==> config.mk <==
export PLATFORM = sky130hd
export DESIGN_NAME = fetch_unit
export DESIGN_NICKNAME = d
export VERILOG_FILES = /design/src/rtl/h2bp_pkg.sv /design/src/rtl/fetch_hold_buf.sv /design/src/rtl/fetch_unit.sv
export SDC_FILE = /design/constraint.sdc
export NUM_CORES = 1
export LEC_CHECK = 0
export BUFFER_PORTS_ARGS = -buffer_cell sky130_fd_sc_hd__buf_2
export CORE_MARGIN = 4
export CORE_UTILIZATION = 35
export DETAILED_ROUTE_END_ITERATION = 6
export RECOVER_POWER = 50
export SKIP_CTS_REPAIR_TIMING = 1
export SLEW_MARGIN = 20
export SYNTH_ARGS = -nofsm -noshare
export SYNTH_HDL_FRONTEND = slang
export SYNTH_SLANG_ARGS = --single-unit
==> constraint.sdc <==
create_clock -name clk -period 3 [get_ports clk]
set_input_delay 0.45 -clock clk [delete_from_list [all_inputs] [get_ports clk]]
set_output_delay 0.45 -clock clk [all_outputs]
set_load 0.005 [all_outputs]
==> src/rtl/h2bp_pkg.sv <==
// Shared types and constants for the instruction-fetch front end.
package h2bp;

  typedef logic [31:0] instr_t;

  typedef enum logic {
    RUN   = 1'b0,
    STALL = 1'b1
  } fetch_state_e;

  localparam logic [31:0] RESET_PC  = 32'h0;
  localparam instr_t      NOP_INSTR = 32'b0;

endpackage

==> src/rtl/fetch_hold_buf.sv <==
// Single-entry hold register: keeps the instruction decode refused while the
// memory output register (no enable) moves on underneath it.
module fetch_hold_buf
  import h2bp::*;
#(
  parameter int PC_WIDTH = 32
) (
  input  logic                gclk,
  input  logic                grst_n,
  input  logic                capture_i,
  input  logic                release_i,
  input  instr_t              instr_i,
  input  logic [PC_WIDTH-1:0] pc_i,
  output instr_t              instr_o,
  output logic [PC_WIDTH-1:0] pc_o,
  output logic                valid_o
);

  instr_t              instr_q, instr_d;
  logic [PC_WIDTH-1:0] pc_q, pc_d;
  logic                valid_q, valid_d;

  // Release wins over capture; a capture while already full keeps the original.
  always_comb begin
    instr_d = instr_q;
    pc_d    = pc_q;
    valid_d = valid_q;
    if (release_i) begin
      valid_d = 1'b0;
    end else if (capture_i && !valid_q) begin
      instr_d = instr_i;
      pc_d    = pc_i;
      valid_d = 1'b1;
    end
  end

  always_ff @(posedge gclk or negedge grst_n) begin
    if (!grst_n) begin
      instr_q <= NOP_INSTR;
      pc_q    <= '0;
      valid_q <= 1'b0;
    end else begin
      instr_q <= instr_d;
      pc_q    <= pc_d;
      valid_q <= valid_d;
    end
  end

  assign instr_o = instr_q;
  assign pc_o    = pc_q;
  assign valid_o = valid_q;

endmodule

==> src/rtl/fetch_unit.sv <==
// Instruction-fetch front end: PC generation, redirect muxing, and realignment
// of the 1-cycle-latency memory return with its PC, with a stall hold buffer.
module fetch_unit #(
  parameter int                  PC_WIDTH = 32,
  parameter logic [PC_WIDTH-1:0] RESET_PC = PC_WIDTH'(h2bp::RESET_PC),
  parameter int                  PC_INC   = 1
) (
  input  logic                clk,
  input  logic                rst,
  input  logic                stall_i,
  input  logic                branch_i,
  input  logic [PC_WIDTH-1:0] branch_target_i,
  input  logic                jump_i,
  input  logic [PC_WIDTH-1:0] jump_target_i,
  output logic [PC_WIDTH-1:0] pc_o,
  input  logic [31:0]         instr_i,
  output logic [31:0]         instr_o,
  output logic [PC_WIDTH-1:0] instr_pc_o,
  output logic                instr_valid_o
);
  import h2bp::*;

  fetch_state_e        state_q, state_d;
  logic [PC_WIDTH-1:0] pc_q, pc_d, pc_inc;
  logic [PC_WIDTH-1:0] inflight_pc_q, inflight_pc_d;
  logic                inflight_valid_q, inflight_valid_d;

  logic                redirect;
  logic [PC_WIDTH-1:0] redirect_pc;

  logic                hold_capture, hold_release, hold_valid;
  instr_t              hold_instr;
  logic [PC_WIDTH-1:0] hold_pc;

  instr_t              pres_instr;
  logic [PC_WIDTH-1:0] pres_pc;
  logic                pres_valid;

  assign redirect    = branch_i | jump_i;
  assign redirect_pc = jump_i ? jump_target_i : branch_target_i;
  assign pc_inc      = pc_q + PC_WIDTH'(PC_INC);

  // The hold buffer shadows the live memory return while it is occupied.
  always_comb begin
    pres_instr = instr_i;
    pres_pc    = inflight_pc_q;
    pres_valid = inflight_valid_q;
    if (hold_valid) begin
      pres_instr = hold_instr;
      pres_pc    = hold_pc;
      pres_valid = 1'b1;
    end
  end

  always_comb begin
    state_d          = state_q;
    pc_d             = pc_q;
    inflight_pc_d    = inflight_pc_q;
    inflight_valid_d = inflight_valid_q;
    hold_capture     = 1'b0;
    hold_release     = 1'b0;
    if (redirect) begin
      // Memory return is flushed by the same signal, so next cycle is a bubble.
      pc_d             = redirect_pc;
      inflight_valid_d = 1'b0;
      hold_release     = 1'b1;
      state_d          = RUN;
    end else if (stall_i && pres_valid) begin
      // PC frozen; memory re-reads pc_q and those returns are dropped.
      inflight_valid_d = 1'b0;
      hold_capture     = (state_q == RUN);
      state_d          = STALL;
    end else begin
      pc_d             = pc_inc;
      inflight_pc_d    = pc_q;
      inflight_valid_d = 1'b1;
      hold_release     = 1'b1;
      state_d          = RUN;
    end
  end

  always_ff @(posedge clk or negedge rst) begin
    if (!rst) begin
      state_q          <= RUN;
      pc_q             <= RESET_PC;
      inflight_pc_q    <= '0;
      inflight_valid_q <= 1'b0;
    end else begin
      state_q          <= state_d;
      pc_q             <= pc_d;
      inflight_pc_q    <= inflight_pc_d;
      inflight_valid_q <= inflight_valid_d;
    end
  end

  fetch_hold_buf #(
    .PC_WIDTH (PC_WIDTH)
  ) u_hold (
    .gclk      (clk),
    .grst_n    (rst),
    .capture_i (hold_capture),
    .release_i (hold_release),
    .instr_i   (pres_instr),
    .pc_i      (pres_pc),
    .instr_o   (hold_instr),
    .pc_o      (hold_pc),
    .valid_o   (hold_valid)
  );

  assign pc_o          = pc_q;
  assign instr_o       = pres_valid ? pres_instr : NOP_INSTR;
  assign instr_pc_o    = pres_pc;
  assign instr_valid_o = pres_valid;

endmodule

* Word-level counts from Yosys, hierarchy flattened
Cells that the tools add are included.
** Storage, ports and cells
- Output and inout bits :: 97
- Register bits :: 131
- Word-level logic and storage cells :: 36
** Cells by class
- Multiplexer cells :: 16
- Add/subtract/negate cells :: 1
- Reductions and logical operators :: 6
- Eq/ne operators :: 1
- Bitwise logic cells :: 5
** Operators with widths (number)
- two-way mux 32 bit :: 6
- adder 32 x 1 -> 32 bit (second input constant) :: 1
- two-way mux 1 bit :: 10
- inverter 1 bit :: 4
- AND reduction 2 bit :: 2
- logical AND 1 bit :: 2
- != test 2 bit (second input constant) :: 1
- nonzero test 2 bit :: 1
- logical NOT 1 bit :: 1
- OR 1 bit :: 1

* Logic depth before layout (Yosys ltp)
- Word-level depth :: 7
- Depth in mapped cells :: 8
- Depth with buffers taken out :: 6

* By module
From an unflattened synthesis, not the netlist that was laid out.
** Unflattened totals
- Cells, all modules :: 601
- Area total of the unflattened synthesis :: 7139.3 sq um
** By module, submodules not included
- fetch_unit :: area an instance 4415.5 sq um, times used 1, cells each 462
- fetch_hold_buf :: area an instance 2723.9 sq um, times used 1, cells each 139

* Worst setup path after synthesis
No wires, ideal clock.
- Path type :: register to output
- Start :: register u_hold.valid_q, in the netlist u_hold.valid_o
- End :: output instr_o[10]
- Stages on the path, launching flop included :: 5
- Setup slack :: 1.209 ns
- Data required time :: 2.550 ns
- Arrival :: 1.341 ns
- Buffers on the path :: 3
- Cell sequence :: dfrtp_1 -> clkbuf_1 -> clkbuf_1 -> clkbuf_1 -> a22o_1
** Between the ends
- Longest elaborated chain between the ends :: 2
** RTL lines
- from (decl) :: RTL line fetch_hold_buf.sv:21 : logic valid_q, valid_d;
- from (signal assigned) :: RTL line fetch_hold_buf.sv:45 : valid_q <= valid_d;
- two-way mux 32 bit / two-way mux 1 bit (equally long branches) :: RTL line fetch_unit.sv:48 : if (hold_valid) begin
- two-way mux 32 bit (*) :: RTL line fetch_unit.sv:111 : assign instr_o = pres_valid ? pres_instr : NOP_INSTR;
- to (decl) :: RTL line fetch_unit.sv:17 : output logic [31:0] instr_o,
Every way passes the cells marked *; elsewhere a longest branch is shown, timed or not.

* Worst setup path in the final report
- Start :: register u_hold.valid_q, in the netlist u_hold.valid_o
- End :: register inflight_pc_q[3]
** Between the ends
- Longest elaborated chain between the ends :: 4
** RTL lines
- two-way mux 1 bit :: RTL line fetch_unit.sv:48
- logical AND 1 bit :: RTL line fetch_unit.sv:68 : end else if (stall_i && pres_valid) begin
- inverter 1 bit (no source line)
- AND reduction 2 bit (no source line)
- to (signal assigned) :: RTL line fetch_unit.sv:91 : inflight_pc_q <= inflight_pc_d;
- to (decl) :: RTL line fetch_unit.sv:25 : logic [PC_WIDTH-1:0] inflight_pc_q, inflight_pc_d;
No other way between the ends.
A chain may end at the register's enable or synchronous reset.

==> metrics.md <==
| Metric | Value |
|---|---|
| Outcome | `finished, violations left` |
| Violated checks | `capacitance limit, slew limit` |
| Predominant post-synthesis flop cell | `dfrtp_1` |
| Post-synth EDFFs | `0` |
| Clock Latency Late Sink | `0.42 ns` |
| Area share of fa/ha/maj cells after synthesis | `0.190%` |
| Global-route usage over all layers | `18.2%` |
| Switching Fraction | `26.7%` |
| Tcrit/Tclk final | `89.3%` |
| Flop-to-flop setup slack | `0.32 ns` |
| Actual slew at the worst max-slew pin | `1.82 ns` |
| Hold/Removal Path Class | `primary input to register` |
| Initial core utilization | `36.1%` |
| Remaining Overflow, GRT | `0` |
| Pin count of the biggest net entering global routing | `75` |
| Avg Vias per Cell | `5.36` |
| First-pass GRT wire length | `30.6 mm` |
| Cell count after synthesis | `558` |
| P_leak | `0.00396 µW` |
| Final min period | `2.68 ns` |
| Comb pwr share | `16.2%` |
| DR WL/cell | `19.4 µm` |
| Fillers | `1,715` |
| H-tree depth | `4` |
| Final Hold Fails | `0` |
| CP arrival | `2.99 ns` |
| CTS Sinks | `131` |
| Peak VDD IR | `0.000452 V` |
| Final setup vio count | `0` |
| Post-synthesis xor/xnor area fraction | `2.13%` |
| Final WL | `19.2 mm` |
| Most common cell in the netlist | `dfrtp_1` |
| Pwr Density | `648 mW/mm²` |
| Sequential share of power | `44.5%` |
| Synth Register Bits | `131` |
| Mux contribution to synthesized area | `22.4%` |
| Fin Setup TNS | `0 ns` |
| DP HPWL | `13.8 mm` |
| Initial DRC count | `326` |
| Die area | `0.0211 mm²` |
| Synth top area share | `49.7%` |
| Post-synthesis compound-gate area fraction | `12.7%` |
| Die width | `145 µm` |
| Share of layout cells above drive strength 1 | `37.2%` |
| Critical path startpoint category | `register` |
| Mapped Nets | `660` |
| MaxCap Viol Count | `1` |
| Top post-synthesis cells by area | `dfrtp_1 50%, mux2_1 12%, mux2_2 9.4%` |
| Largest family of logic cells by synthesized area | `multiplexers` |
| Ys Warns | `0` |
| Max Clock Freq | `373 MHz` |
| Routed via count | `5,312` |
| Mean Syn Cell Area | `11.8 µm²` |
| Critical Path End Type | `register` |
| RSZ-0062 raised after global routing | `false` |
| Initial antenna violation count | `1` |
| CP required | `3.31 ns` |
| CTS buffer count | `17` |
| Die Span Y | `145 µm` |
| Input/output buffers | `197` |
| Core area | `0.0183 mm²` |
| Router iterations before antenna repair | `5` |
| Syn Std Cell Area | `0.00659 mm²` |
| Register area share after synthesis | `49.7%` |
| P_sw | `1450 µW` |
| Post-Synth Simple-Gate Area | `9.77%` |
| Synth cell types | `49` |
| Commonest cells in the netlist | `131 x dfrtp_1, 72 x mux2_1, 55 x mux2_2` |
| Vias in the first global route | `5,671` |
| Antenna-violating nets left | `0` |
| Cell taking the most area after synthesis | `dfrtp_1` |
| Layout Nets | `850` |
| Gpl congestion | `0.845` |
| TritonCTS clock tree | `done` |
| Asr flop ratio synth | `100%` |
| Clock skew | `0.00945 ns` |
| Internal Pwr Total | `3980 µW` |
| Crit path kind | `register to register` |
| Critical Path Fanout Max | `20` |
| Fin util | `45.9%` |
| DRC | `0` |
| Root Buffer | `clkbuf_16` |
| Synth-to-Final Area Change | `27.2%` |
| Row Count | `49` |
| Headroom to the max-slew limit | `-21.4%` |
| Final Slew Violations | `75` |
| Clock power frac | `39.3%` |
| Ports | `198` |
| Bufs on Longest Clock Path | `2` |
| Clk slew on worst S/H paths | `0.06 ns` |
-- cell usage in the layout, fill, tap and decap left out, types with 3 or more instances in the layout --
cell,Yosys,final
clkbuf_1,23,27
a22oi_1,20,20
nand2_1,23,24
clkinv_4,0,3
clkbuf_2,0,3
and3_1,8,8
mux2i_1,5,5
dfrtp_1,131,131
o21ai_0,9,10
a21oi_1,22,22
nand4_1,11,11
o31ai_1,4,4
xor2_1,15,15
nor3_1,7,7
and4_1,4,4
inv_1,10,10
a22o_1,35,35
mux2_2,55,55
nand3_1,18,18
clkbuf_16,0,17
o221ai_1,3,3
buf_4,0,9
o21ai_1,16,16
mux2_1,72,72
bufinv_16,0,3
buf_2,15,171
clkinvlp_4,0,4
nor2_1,18,18
-- final cells by class --
type                    count  area [µm²]  area share, %
multi-input cells         378        3110           37.1
repair buffers            210        1060           12.6
clock buffers              20         457           5.45
well taps                 229         287           3.42
diodes                      1        2.50         0.0298
inverters                  10        37.5          0.448
clock inverters            12         156           1.87
flip-flops and latches    131        3280           39.1
-- state kept, by name, summed over array words and instances, names as in the netlist --
signal and cells:
inflight_pc_q 32, u_hold.valid_o 1, u_hold.instr_o 32, pc_o 32, state_q 1, u_hold.pc_o 32, inflight_valid_q 1
-- critical path: stages (launching register included) --
cell      delay [ns]
dfrtp_1         0.51
o21ai_0         0.21
clkbuf_1        0.45
nand2_1         0.66
buf_12          0.40
mux2_1          0.32
-- power groups by stage --
stage	sequential [µW]	clock, µW	combinational [µW]
after floorplan	2350	0	535
after global placement	2420	0	881
after detailed placement	2450	0	906
after CTS	2420	2180	911
after global routing	2470	2260	981
final	2420	2140	878
-- stage by stage --
| step | area [µm²] | total power [µW] | std cells | hold slack, ns | setup slack, ns |
|---|---|---|---|---|---|
| finish | 8390 | 5430 | 991 | 0.239 | 0.321 |
| global route | 8390 | 5710 | 991 | 0.237 | 0.168 |
| CTS | 8450 | 5510 | 990 | 0.0704 | 0.411 |
| detailed placement | 7840 | 3350 | 958 | 0.441 | 0.758 |
| global placement | 7840 | 3300 | 958 | 0.430 | 0.822 |
| floorplan | 6590 | 2890 | 558 | 0.154 | 1.21 |
-- layer usage --
metal  global-route usage, %  wire, µm  part of all wire [%]
met1                    23.1      8440                    44
met2                    30.5      9320                    48
met3                    5.08      1230                   6.4
met4                    4.84       241                   1.3
met5                       0         0                     0
-- kinds of logic after synthesis --
| group | Yosys count |
|---|---|
| and+or+nand+nor | 109 |
| DFF | 131 |
| buffers and inverters | 49 |
| adders and majority gates | 1 |
| AOI/OAI and AO/OA | 120 |
| xor gates and xnor gates | 16 |
| muxes | 132 |
-- worst paths after layout --
kind	end	cells past startpoint	start
max in group asynchronous	pc_o[15]$_DFFE_PN0N_	2	rst
setup reg to reg	inflight_pc_q[3]$_DFFE_PN0P_	5	u_hold.valid_o$_DFFE_PN0P_
hold reg to reg	u_hold.valid_o$_DFFE_PN0P_	1	state_q$_DFF_PN0_
hold / removal	pc_o[0]$_DFFE_PN0N_	2	jump_target_i[0]
min in group asynchronous	u_hold.instr_o[7]$_DFFE_PN0P_	1	rst
setup / recovery	inflight_pc_q[3]$_DFFE_PN0P_	5	u_hold.valid_o$_DFFE_PN0P_
Power figures use the tool's default switching activity.
